File: config.mk
export PLATFORM = sky130hd
export DESIGN_NAME = data_path
export DESIGN_NICKNAME = d
export VERILOG_FILES = /design/src/rtl/data_path.sv
export SDC_FILE = /design/constraint.sdc
export NUM_CORES = 1
export LEC_CHECK = 0
export CAP_MARGIN = 0
export CELL_PAD_IN_SITES_DETAIL_PLACEMENT = 1
export CELL_PAD_IN_SITES_GLOBAL_PLACEMENT = 1
export CORE_MARGIN = 5
export CORE_UTILIZATION = 25
export CTS_BUF_LIST = sky130_fd_sc_hd__clkbuf_4
export DETAILED_ROUTE_END_ITERATION = 10
export PLACE_DENSITY_LB_ADDON = 0.1
export SYNTH_ARGS = -nofsm -noshare
export SYNTH_HDL_FRONTEND = slang
export SYNTH_SLANG_ARGS = --single-unit
File: constraint.sdc
create_clock -name Clk -period 9.7 [get_ports Clk]
set_input_delay 1.94 -clock Clk [delete_from_list [all_inputs] [get_ports Clk]]
set_output_delay 1.94 -clock Clk [all_outputs]
set_load 0.005 [all_outputs]
File: src/rtl/data_path.sv
// ============================================================================
// Module   : data_path
// Brief    : IR/PC/NPC/PSR datapath with operand muxes, extender, ALU and a
//            SPARC-style Bicc branch evaluator (build with DATA_PATH_BLA_EN).
// Revision : 1.0 - initial release
// ============================================================================
`default_nettype none

module data_path (
    input  logic        Clk,
    input  logic        RESET,
    input  logic        IR_Enable,
    input  logic [31:0] IR_In,
    input  logic        PC_enable,
    input  logic        PC_Clr,
    input  logic        NPC_enable,
    input  logic        NPC_Clr,
    input  logic        PSR_Enable,
    input  logic        PSR_Clr,
    input  logic [1:0]  PC_In_Mux_select,
    input  logic [1:0]  ALUA_Mux_select,
    input  logic [2:0]  ALUB_Mux_select,
    input  logic [5:0]  ALU_op,
    input  logic [2:0]  extender_select,
    output logic [31:0] IR_Out,
    output logic [31:0] PC_out,
    output logic [31:0] NPC_out,
    output logic [31:0] PSR_out,
    output logic [31:0] ALU_Out,
    output logic [31:0] ALUA_Mux_out,
    output logic [31:0] ALUB_Mux_out,
    output logic [31:0] extender_out,
    output logic        out_BLA,
    output logic        BA_O,
    output logic        BN_O
);

    localparam logic [5:0] OP_ADD = 6'b000000;
    localparam logic [5:0] OP_AND = 6'b000001;
    localparam logic [5:0] OP_OR  = 6'b000010;
    localparam logic [5:0] OP_XOR = 6'b000011;
    localparam logic [5:0] OP_SUB = 6'b000100;

    logic [31:0] pc_mux_out;
    logic [32:0] add_res;
    logic [32:0] sub_res;
    logic        flag_n;
    logic        flag_z;
    logic        flag_v;
    logic        flag_c;

    always_comb begin
        case (extender_select)
            3'b000:  extender_out = {{8{IR_Out[21]}}, IR_Out[21:0], 2'b00};
            3'b001:  extender_out = {{19{IR_Out[12]}}, IR_Out[12:0]};
            3'b010:  extender_out = {IR_Out[21:0], 10'b0};
            default: extender_out = 32'h0;
        endcase
    end

    always_comb begin
        case (ALUA_Mux_select)
            2'b01:   ALUA_Mux_out = PC_out;
            2'b10:   ALUA_Mux_out = NPC_out;
            default: ALUA_Mux_out = 32'h0;
        endcase
    end

    always_comb begin
        case (ALUB_Mux_select)
            3'b110:  ALUB_Mux_out = 32'd4;
            3'b111:  ALUB_Mux_out = 32'h0;
            default: ALUB_Mux_out = extender_out;
        endcase
    end

    // Bit 32 of the widened subtraction is the borrow.
    assign add_res = {1'b0, ALUA_Mux_out} + {1'b0, ALUB_Mux_out};
    assign sub_res = {1'b0, ALUA_Mux_out} - {1'b0, ALUB_Mux_out};

    always_comb begin
        ALU_Out = ALUA_Mux_out;
        flag_c  = 1'b0;
        flag_v  = 1'b0;
        case (ALU_op)
            OP_ADD: begin
                ALU_Out = add_res[31:0];
                flag_c  = add_res[32];
                flag_v  = (ALUA_Mux_out[31] == ALUB_Mux_out[31]) &&
                          (add_res[31] != ALUA_Mux_out[31]);
            end
            OP_SUB: begin
                ALU_Out = sub_res[31:0];
                flag_c  = sub_res[32];
                flag_v  = (ALUA_Mux_out[31] != ALUB_Mux_out[31]) &&
                          (sub_res[31] != ALUA_Mux_out[31]);
            end
            OP_AND:  ALU_Out = ALUA_Mux_out & ALUB_Mux_out;
            OP_OR:   ALU_Out = ALUA_Mux_out | ALUB_Mux_out;
            OP_XOR:  ALU_Out = ALUA_Mux_out ^ ALUB_Mux_out;
            default: ALU_Out = ALUA_Mux_out;
        endcase
    end

    assign flag_n = ALU_Out[31];
    assign flag_z = (ALU_Out == 32'h0);

    always_comb begin
        case (PC_In_Mux_select)
            2'b00:   pc_mux_out = NPC_out;
            2'b01:   pc_mux_out = ALU_Out;
            default: pc_mux_out = 32'h0;
        endcase
    end

    always_ff @(posedge Clk or negedge RESET) begin
        if (!RESET) begin
            IR_Out  <= 32'h0;
            PC_out  <= 32'h0;
            NPC_out <= 32'h0;
            PSR_out <= 32'h0;
        end else begin
            if (IR_Enable)
                IR_Out <= IR_In;

            if (PC_Clr)
                PC_out <= 32'h0;
            else if (PC_enable)
                PC_out <= pc_mux_out;

            if (NPC_Clr)
                NPC_out <= 32'h0;
            else if (NPC_enable)
                NPC_out <= ALU_Out;

            if (PSR_Clr)
                PSR_out <= 32'h0;
            else if (PSR_Enable)
                PSR_out[23:20] <= {flag_n, flag_z, flag_v, flag_c};
        end
    end

`ifdef DATA_PATH_BLA_EN
    logic       is_bicc;
    logic [3:0] cond;
    logic       icc_n;
    logic       icc_z;
    logic       icc_v;
    logic       icc_c;
    logic       base_cond;

    assign is_bicc = (IR_Out[31:30] == 2'b00) && (IR_Out[24:22] == 3'b010);
    assign cond    = IR_Out[28:25];
    assign {icc_n, icc_z, icc_v, icc_c} = PSR_out[23:20];

    // Upper half of the condition table is the complement of the lower half.
    always_comb begin
        case (cond[2:0])
            3'b001:  base_cond = icc_z;
            3'b010:  base_cond = icc_z | (icc_n ^ icc_v);
            3'b011:  base_cond = icc_n ^ icc_v;
            3'b100:  base_cond = icc_c | icc_z;
            3'b101:  base_cond = icc_c;
            3'b110:  base_cond = icc_n;
            3'b111:  base_cond = icc_v;
            default: base_cond = 1'b0;
        endcase
    end

    assign out_BLA = is_bicc & (base_cond ^ cond[3]);
    assign BA_O    = is_bicc & (cond == 4'b1000);
    assign BN_O    = is_bicc & (cond == 4'b0000);
`else
    assign out_BLA = 1'b0;
    assign BA_O    = 1'b0;
    assign BN_O    = 1'b0;
`endif

endmodule

`default_nettype wire

==> flow_summary.ini <==
[job]
drv_cap = 0

[placement]
hpwl_um = 53500
io_buffer_count = 284
gp_congestion = 0.932
pre_cts_ws_ps = 431

[routing]
drt_first_pass_iters = 4
vias = 13100
drc = 0
routed_wl_um = 66200
first_iter_violations = 902
ant_nets = 0
via_per_inst = 5.38
wl_per_cell_um = 27.2

[critical_path]
r2r-end = PSR_out[22]
crit_path_end_kind = primary output
worstSetupPathType = input port to primary output
r2r_setup_slack_ps = 4370
reg2reg_from = IR_Out[12]
worst_r2r_path_depth = 17
critPathArrivalTime_ps = 7410
required_ps = 7760
crit_path_start_kind = input port
crit_fanout = 27

[synth]
ys_seq_elements = 100
syn-cell-area_um2 = 11300
synthDistinctLibCells = 90
synth_edf_count = 0
syn-instance-count = 1548
yosys.area.top_type = dfrtp_1
ys_seq_area_share_pct = 22.1
synth.avg_cell_area_um2 = 7.30
synth_ff_type = dfrtp_1
synthTopCellsByArea = dfrtp_1 (22%), ha_1 (11%), nor2_1 (5.7%), nand2_1 (5.3%), a21oi_1 (5.2%)
synth.cells.most_frequent = nor2_1 (172), nand2_1 (161), inv_1 (132)
synth.most_common_cell = nor2_1
async_flop_share_pct = 100
yosysWarnings = 0
synth_top_area_share_pct = 22.1

[layout]
register_area_um2 = 2500
synthToLayoutAreaGrowth_pct = 34.5
fillers = 5539
drive_above_1_share_pct = 9.26
multi_input_area_um2 = 7800
final_nets = 1987
utilization_pct = 33.7

[clock_tree]
cts_tree = built
hold_buffers = 0
cts_sinks = 100
insertion_delay_ps = 490
cts.path.max_buffers = 2
cts_resized = 0
cts-root-buf = clkbuf_4
numCtsBuffers = 9
cts_setup_buffers = 0
clkTransAtPathRegs_ps = 150
cts_max_level = 3

[grt]
grt_pass1_vias = 13400
grt_pass1_wl_um = 94900
met2_usage_pct = 39.9
antenna_found_initial = 2
track_usage_pct = 25.3
grt_use_met3_pct = 5.34
met1_usage_pct = 36.0
grt_max_degree = 59
grt-ovfl-total = 0
top_usage_layer = met2

[hold_path]
holdPathStages = 1
min_from = IR_Out[24]
hold_end = IR_Out[24]
min_path_type = register to register

[sta]
max_slew_margin_pct = 33.9
slew_viol_final = 0
finalHoldViolCount = 0
finalCritPeriodShare_pct = 96.4
setup_viol = 0
worst_pin_slew_ps = 978
holdWs_ps = 526
clock.fmax_mhz = 107
skew_ps = 19.9
finalCriticalPeriod_ps = 9350
setup_tns_ps = 0
fin_ws_ps = 347
rsz0062_at_grt = false

[die]
io_pins = 316
initial_core_util_pct = 25.1
die_area_um2 = 49600
die_y_um = 223
die_w_um = 223
coreArea_um2 = 45100
row_count = 78

[run_status]
status = finished clean

[power_and_ir_drop]
vdd_drop_max_uv = 69.7
p_per_area_nw_per_um2 = 83.8
p_leak_nw = 6.59
-- layout make-up --
class	count	share of cell area [%]
multi-input cells	1210	51.3
repair buffers	375	23.2
flip-flops and latches	100	16.5
well taps	600	4.94
inverters	136	3.36
clock buffers	10	0.494
clock inverters	4	0.280
diodes	1	0.0165
-- cells by family after synthesis --
family | after synthesis | share of synthesized area [%]
AOI/OAI and AO/OA | 493 | 29.6
DFF | 100 | 22.1
adders and majority gates | 98 | 10.9
xor gates and xnor gates | 19 | 1.47
buffers and inverters | 268 | 10.1
and+or+nand+nor | 517 | 20.8
other | 1 | 0.0332
muxes | 52 | 4.92
-- how the worst max path moves through the flow --
stage	startpoint	to	slack, ps	depth (start not counted)
6_report	extender_select[1]	ALU_Out[31]	350	21
3_5_place_dp	extender_select[0]	ALU_Out[31]	430	22
3_3_place_gp	extender_select[0]	ALU_Out[31]	470	22
2_1_floorplan	ALUA_Mux_select[0]	ALU_Out[28]	1650	19
5_1_grt	extender_select[1]	ALU_Out[31]	60	21
4_1_cts	extender_select[0]	ALU_Out[31]	400	22
-- critical path, stage by stage --
cell	delay [ps]
clkdlybuf4s50_1	490
buf_4	300
inv_1	210
and3_1	190
a211oi_1	310
nand2_1	170
ha_1	490
inv_1	150
a21oi_1	320
o211ai_1	200
a21oi_1	190
a211oi_1	70
buf_4	160
o21ai_1	200
o21ai_1	180
a221oi_1	500
xor2_1	280
a21oi_1	100
o22ai_1	210
buf_4	210
clkdlybuf4s50_1	520
-- layer usage --
| metal | wire, um | vias to the layer above | share of wire, % |
|---|---|---|---|
| li1 | - | 6031 | - |
| met1 | 31000 | 6595 | 47 |
| met2 | 29700 | 410 | 45 |
| met4 | 1200 | 2 | 1.8 |
| met5 | 13 | - | 0.020 |
| met3 | 4290 | 65 | 6.5 |
-- flip-flops by register name, indices dropped and copies added, names as in the netlist --
signal / cells
IR_Out: 32
NPC_out: 32
PC_out: 32
PSR_out: 4
-- power breakdown --
group          internal (mW)  total (mW)  switching, mW
Clock                 0.0770       0.223          0.146
Sequential             0.440       0.472         0.0319
Combinational          0.240       0.579          0.339
-- metrics by stage --
stage	total power, mW	cells	cell area, um^2
after floorplan	0.753	1578	11400
after global placement	1.05	2421	15100
after detailed placement	1.05	2421	15100
after CTS	1.28	2435	15200
after global routing	1.34	2436	15200
final	1.27	2436	15200
-- placed cells by master (no fill, tap or decap), drive strengths merged, types with 10 or more instances in the layout --
cell type and count:
dfrtp 100, inv 135, a31oi 13, mux2i 26, or2 14, clkbuf 10, nand2 162, xnor2 16
buf 94, and2 14, nand4 13, clkdlybuf4s50 281, a21oi 120, a221oi 13, nor2 173, nor3 38
o21ai 106, o31ai 13, a211oi 41, nor4 21, and3 15, o211ai 15, a22oi 41, nand3 29
conb 31, ha 97, a21o 23, o21bai 11, mux2 26
(Power assumes the default switching activity.)
==> patch 1 (same flow settings) <==
The option `DATA_PATH_BLA_EN` is turned on by a define.
--- a/src/rtl/data_path.sv
+++ b/src/rtl/data_path.sv
@@ -5,6 +5,8 @@
 // Revision : 1.0 - initial release
 // ============================================================================
 `default_nettype none
+
+`define DATA_PATH_BLA_EN
 
 module data_path (
     input  logic        Clk,
Check against the original RTL: not equivalent (Yosys sat finds a counterexample within 4 cycles, from zero or initial values and one cycle with RESET low).
==> patch 1 against the unedited design <==
  * Final cell count shrank 2.1%
  * Power grew 1.9%
  * First-iteration DRC count shrank 20%
  * Sequential power is essentially flat
  * Clock skew grew 0.025 ns
  * Wire length shrank 8.5%
  * Design area shrank 1.1%
  * Sequential cell count is the same
  * Area after synthesis shrank 0.64%
  * Sequential share of layout area grew 0.18 points
  * Core utilization grew 0.23 points
  * Synthesized cell count shrank 1.8%
  * Setup slack lost 0.021 ns
  * Critical path type unchanged
  * Largest cell class unchanged
==> patch 1: results (changes against the unedited design) <==
- GPL Wtd Cong: 0.962 (+3.1%)
- Die Wd: 222 um (-0.31%)
- Post-synthesis sequential area ratio: 0.223 (+0.00143)
- Final net count: 1,936 (-2.6%)
- CP max FO: 31 (+15%)
- Biggest regs: IR_Out: 32 flops, NPC_out: 32 flops, PC_out: 32 flops
- Vias per cell: 5.30 (-1.5%)
- Wirelength, routed: 60,600 um (-8.5%)
- Clock Latency Late Sink: 0.65 ns (+0.16 ns)
- Largest net degree at the start of global routing: 62 (+5.1%)
- Post-DP Area: 14,900 um2 (-1.3%)
- Seq area share: 0.166 (+0.00175)
- Multi-input gate share of the layout cell area: 0.517 (+0.00371)
- Num Clock Sinks: 100 (unchanged)
- Count of cell types in the netlist: 79 (-12%)
- Signal buf overhead: 0.225 (-0.00718)
- Status: finished clean
- CP max-delay cell: a2111oi_0
- Clock buffers: 9 (-1)
- Setup TNS: 0 ns (unchanged)
- Vias in the first global route: 13,200 (-1.7%)
- Placed insts: 2,362 (-2.4%)
- Max IR drop VDD: 56.3 uV (-19%)
- Clock-pin slew on the worst setup and hold paths: 0.18 ns (+0.03 ns)
- Buffer type at the clock tree root: clkbuf_4
- Drt initial violations: 726 (-20%)
- Worst Hold Class: reg2reg
- Global-route usage over all layers: 0.237 (-0.0164)
- FILL cells: 5,385 (-2.8%)
- Asr flop ratio synth: 1.00 (unchanged)
- Layout cells sized above 1: 0.0868 (-0.00586)
- Critical path data arrival time: 7.43 ns (+0.02 ns)
- Synth Flop Type: dfrtp_1
- Input/output buffers: 287 (+1.1%)
- Commonest cells post-synth: nor2_1 (158), nand2_1 (149), inv_1 (133), o21ai_0 (115), dfrtp_1 (100)
- Pleak: 6.56 nW (-0.44%)
- Initial antenna violation count: 5 (+3)
- Clk buf depth: 2 (unchanged)
- P per Cell Area: 86.3 nW/um2 (+3.0%)
- Hpwl dp: 48,000 um (-10%)
- Ys Warns: 0 (unchanged)
- Inserted Clock Buffers: 9 (unchanged)
- Count of non-CTS buffers in the layout: 352 (-6.1%)
- Crit-path leading delay family: compound AO/OA/AOI/OAI gates
- Pre-Repair DR Iteration Count: 5 (+1)
- Antenna Diode Count: 6 (+5)
- Avg Cell Area, Syn: 7.39 um2 (+1.2%)
- Comb_multi_in: 1,185 (-2.1%)
- Pre-CTS WS: -0.0411 ns (-0.472 ns)
- Slew margin rel.: 0.186 (-0.153)
- Wire per inst: 25.4 um (-6.5%)
- Largest cells by area after synthesis: dfrtp_1 (22%), ha_1 (11%), nor2_1 (5.3%)
- First-pass GRT wire length: 89,200 um (-6.0%)
- Largest stage delay on the critical path: 0.61 ns (+0.09 ns)
- Clk_skew: 0.0452 ns (+0.0253 ns)
- Clock-cell share of area: 0.00915 (+0.00141)
- H-Tree Depth: 3 (unchanged)
- Inverter count: 133 (-2.2%)
## patch 1: cell count changes after synthesis, sizes merged, moves of 8 or more
cell | before | now
a21oi | 120 | 90
nor3 | 38 | 23
nor2 | 173 | 159
nand2 | 162 | 150
a211oi | 41 | 50
o21ai | 106 | 115
nand3 | 29 | 21
## patch 1: worst paths after layout
| path | startpoint | endpoint | slack [ns] | cells past startpoint |
|---|---|---|---|---|
| hold / removal | IR_Out[29] | IR_Out[29] | 0.54 | 1 |
| min in group asynchronous | RESET | PC_out[14] | 1.27 | 1 |
| setup / recovery | ALUA_Mux_select[0] | ALU_Out[22] | 0.33 | 19 |
| hold reg to reg | IR_Out[29] | IR_Out[29] | 0.54 | 1 |
| max in group asynchronous | RESET | IR_Out[2] | 7.00 | 2 |
| setup reg to reg | IR_Out[4] | PSR_out[22] | 3.81 | 16 |
## patch 1: what timing repair did
| action | 4_1_cts | 5_1_grt |
|---|---|---|
| resized for setup | 1 | 2 |
| hold endpoints to repair | 0 | 0 |
| buffers inserted | 0 | 0 |
| endpoints found under the setup margin | 1 | 4 |
| hold buffers | 0 | 0 |
| gates cloned | 0 | 0 |
## patch 1: cells by family after synthesis
logic type,count (synthesis),synth area share
mux,55,0.0518
xor+xnor,17,0.0133
flops,100,0.223
compound gates,495,0.300
simple gates,492,0.205
other cells,1,0.000334
fa+ha+maj,98,0.110
buf+inv,262,0.0970
## patch 1: routing by layer
layer,up-vias,track usage,wire [um]
li1,5900,-,-
met1,6360,0.292,25200
met2,299,0.425,31200
met3,71,0.0371,2410
met4,0,0.0744,1780
met5,-,0,0
## patch 1: power breakdown
group	switching, mW	internal, mW
logic	0.322	0.247
registers	0.0302	0.441
clock network	0.199	0.0594
==> patch 2 (config.mk and constraints unchanged) <==
Without the edit above. Register the output `ALU_Out`, without a reset; this adds one clock of latency there. The other outputs are not delayed to match.
--- a/src/rtl/data_path.sv
+++ b/src/rtl/data_path.sv
@@ -41,6 +41,8 @@
     localparam logic [5:0] OP_XOR = 6'b000011;
     localparam logic [5:0] OP_SUB = 6'b000100;
 
+    logic [31:0] ALU_Out_d;
+
     logic [31:0] pc_mux_out;
     logic [32:0] add_res;
     logic [32:0] sub_res;
@@ -79,36 +81,36 @@
     assign sub_res = {1'b0, ALUA_Mux_out} - {1'b0, ALUB_Mux_out};
 
     always_comb begin
-        ALU_Out = ALUA_Mux_out;
+        ALU_Out_d = ALUA_Mux_out;
         flag_c  = 1'b0;
         flag_v  = 1'b0;
         case (ALU_op)
             OP_ADD: begin
-                ALU_Out = add_res[31:0];
+                ALU_Out_d = add_res[31:0];
                 flag_c  = add_res[32];
                 flag_v  = (ALUA_Mux_out[31] == ALUB_Mux_out[31]) &&
                           (add_res[31] != ALUA_Mux_out[31]);
             end
             OP_SUB: begin
-                ALU_Out = sub_res[31:0];
+                ALU_Out_d = sub_res[31:0];
                 flag_c  = sub_res[32];
                 flag_v  = (ALUA_Mux_out[31] != ALUB_Mux_out[31]) &&
                           (sub_res[31] != ALUA_Mux_out[31]);
             end
-            OP_AND:  ALU_Out = ALUA_Mux_out & ALUB_Mux_out;
-            OP_OR:   ALU_Out = ALUA_Mux_out | ALUB_Mux_out;
-            OP_XOR:  ALU_Out = ALUA_Mux_out ^ ALUB_Mux_out;
-            default: ALU_Out = ALUA_Mux_out;
+            OP_AND:  ALU_Out_d = ALUA_Mux_out & ALUB_Mux_out;
+            OP_OR:   ALU_Out_d = ALUA_Mux_out | ALUB_Mux_out;
+            OP_XOR:  ALU_Out_d = ALUA_Mux_out ^ ALUB_Mux_out;
+            default: ALU_Out_d = ALUA_Mux_out;
         endcase
     end
 
-    assign flag_n = ALU_Out[31];
-    assign flag_z = (ALU_Out == 32'h0);
+    assign flag_n = ALU_Out_d[31];
+    assign flag_z = (ALU_Out_d == 32'h0);
 
     always_comb begin
         case (PC_In_Mux_select)
             2'b00:   pc_mux_out = NPC_out;
-            2'b01:   pc_mux_out = ALU_Out;
+            2'b01:   pc_mux_out = ALU_Out_d;
             default: pc_mux_out = 32'h0;
         endcase
     end
@@ -131,7 +133,7 @@
             if (NPC_Clr)
                 NPC_out <= 32'h0;
             else if (NPC_enable)
-                NPC_out <= ALU_Out;
+                NPC_out <= ALU_Out_d;
 
             if (PSR_Clr)
                 PSR_out <= 32'h0;
@@ -176,6 +178,10 @@
     assign BN_O    = 1'b0;
 `endif
 
+    always_ff @(posedge Clk) begin
+        ALU_Out <= ALU_Out_d;
+    end
+
 endmodule
 
 `default_nettype wire
Function: changed (a bounded check fails within 4 cycles, from zero or initial values and one cycle with RESET low).
==> patch 2 against the unedited design <==
  * Power rose by 23%
  * Area after synthesis rose by 8.6%
  * Combinational power fell by 3.6%
  * Count of clock-buffer cells in the layout rose by 8
  * Wire length fell by 4.3%
  * Design area rose by 4.3%
  * Setup slack improved by 1.5 ns
  * Sequential cell count rose by 32
  * Critical path type is now in2reg
  * Largest cell class unchanged
  * Highest routed layer is now met4
==> patch 2: results (changes against the unedited design) <==
- Post-synthesis sequential area ratio: 0.256 (+0.0347)
- H-Tree Depth: 4 (+1)
- Vias in the first global route: 13,500 (+0.33%)
- Multi-input gate area: 8130 um2 (+4.2%)
- Met3 routed WL: 4960 um (+16%)
- CTS resizes: 0 (unchanged)
- Largest cells by area after synthesis: dfrtp_1 (20%), ha_1 (9.9%), dfxtp_1 (5.2%)
- Input/output buffers: 284 (unchanged)
- Hold Path Sink: PC_out[16]
- FILL cells: 5,854 (+5.7%)
- Post-Route M1 WL: 30,100 um (-2.9%)
- Adder-Cell Fraction of Synth Area: 0.100 (-0.00864)
- Max IR drop VDD: 66.8 uV (-4.2%)
- Drt initial violations: 896 (-0.67%)
- CP max FO: 26 (-3.7%)
- Count of cell types in the netlist: 92 (+2.2%)
- Reg2reg path depth: 17 (unchanged)
- Initial antenna violation count: 1 (-1)
- Final net count: 1,964 (-1.2%)
- Pleak: 6.67 nW (+1.2%)
- Hold depth: 2 (+1)
- CP max-delay cell: nor4_1
- Compound-Gate Fraction of Synth Area: 0.290 (-0.00612)
- Clk_skew: 0.0420 ns (+0.0221 ns)
- Pre-Repair DR Iteration Count: 5 (+1)
- Wire per inst: 25.5 um (-6.3%)
- XOR/XNOR Fraction of Synth Area: 0.0121 (-0.00259)
- DR WL met2: 27,000 um (-8.9%)
- Layout cells sized above 1: 0.0703 (-0.0224)
- Wirelength, routed: 63,400 um (-4.3%)
- Worst hold margin: 0.521 ns (-0.00459 ns)
- Global-route usage over all layers: 0.229 (-0.0249)
- First-pass GRT wire length: 92,100 um (-3.0%)
- Commonest cells post-synth: nand2_1 (157), nor2_1 (136), inv_1 (129), o21ai_0 (110), dfrtp_1 (100)
- Status: finished clean
- Pre-CTS WS: 1.21 ns (+0.778 ns)
- Asr flop ratio synth: 0.758 (-0.242)
- Min-delay src: PC_out[16]
- Clock Latency Late Sink: 0.75 ns (+0.26 ns)
- Largest net degree at the start of global routing: 63 (+6.8%)
- GPL Wtd Cong: 0.905 (-2.9%)
- Reg2reg setup slack: 3.74 ns (-0.63 ns)
- FF-to-FF Start: IR_Out[12]
- Highest metal used: met4
- Inserted Clock Buffers: 17 (+8)
- Largest stage delay on the critical path: 0.75 ns (+0.23 ns)
- Hpwl dp: 48,900 um (-8.6%)
- Vias per cell: 5.35 (-0.63%)
- Post-synthesis mux area share: 0.0518 (+0.00252)
- Critical path data arrival time: 8.58 ns (+1.17 ns)
- Clock-pin slew on the worst setup and hold paths: 0.17 ns (+0.02 ns)
- Post-Synthesis Cells: 1,585 (+2.4%)
- Slew margin rel.: 0.251 (-0.0879)
[patch 2: cell count changes in the layout (fill, tap and decap cells not counted), sizes merged, moves of 11 or more]
cell    unedited run  this run
nand3             29        18
nor2             173       136
or4                3        14
buf               94        32
dfxtp              0        32
a211oi            41        55
a21oi            120        91
[patch 2: worst max-delay path by stage]
stage | endpoint | startpoint | slack (ns)
detailed placement | PSR_out[22] | extender_select[0] | 1.21
global placement | PSR_out[22] | extender_select[0] | 1.29
finish | PSR_out[22] | extender_select[0] | 1.83
floorplan | PSR_out[22] | ALUA_Mux_select[0] | 2.96
CTS | PSR_out[22] | extender_select[0] | 2.07
global route | PSR_out[22] | extender_select[0] | 1.65
[patch 2: area by class of cell]
class,instances,share of cell area
tap,664,0.0524
multi-input combinational,1216,0.512
inverter,131,0.0310
clock inverter,14,0.00702
antenna,2,0.000315
timing repair buffer,311,0.190
sequential,132,0.198
clock buffer,18,0.00852
[patch 2: routing by layer]
metal	vias up	global-route usage
met1	6641	0.327
met3	64	0.0630
met2	485	0.343
met5	-	0
met4	0	0.0541
li1	6109	-
[patch 2: cells by family after synthesis]
group | after synthesis
buf+inv | 267
flops | 132
xor+xnor | 17
simple gates | 494
other cells | 1
mux | 60
fa+ha+maj | 98
compound gates | 516
[patch 2: report_power, final]
group	switching, mW	internal [mW]	leakage (nW)
Sequential	0.0307	0.581	1.57
Combinational	0.326	0.232	4.98
Clock	0.265	0.127	0.125
Total	0.621	0.940	6.67
[patch 2: critical path: cells and delay by family]
family | cells | cell delay (ns)
AND/OR/NAND/NOR | 9 | 3.31
adder cells (fa/ha/maj) | 1 | 0.36
AO/OA/AOI/OAI | 6 | 1.39
multiplexers | 1 | 0.17
buffers and inverters | 4 | 1.37
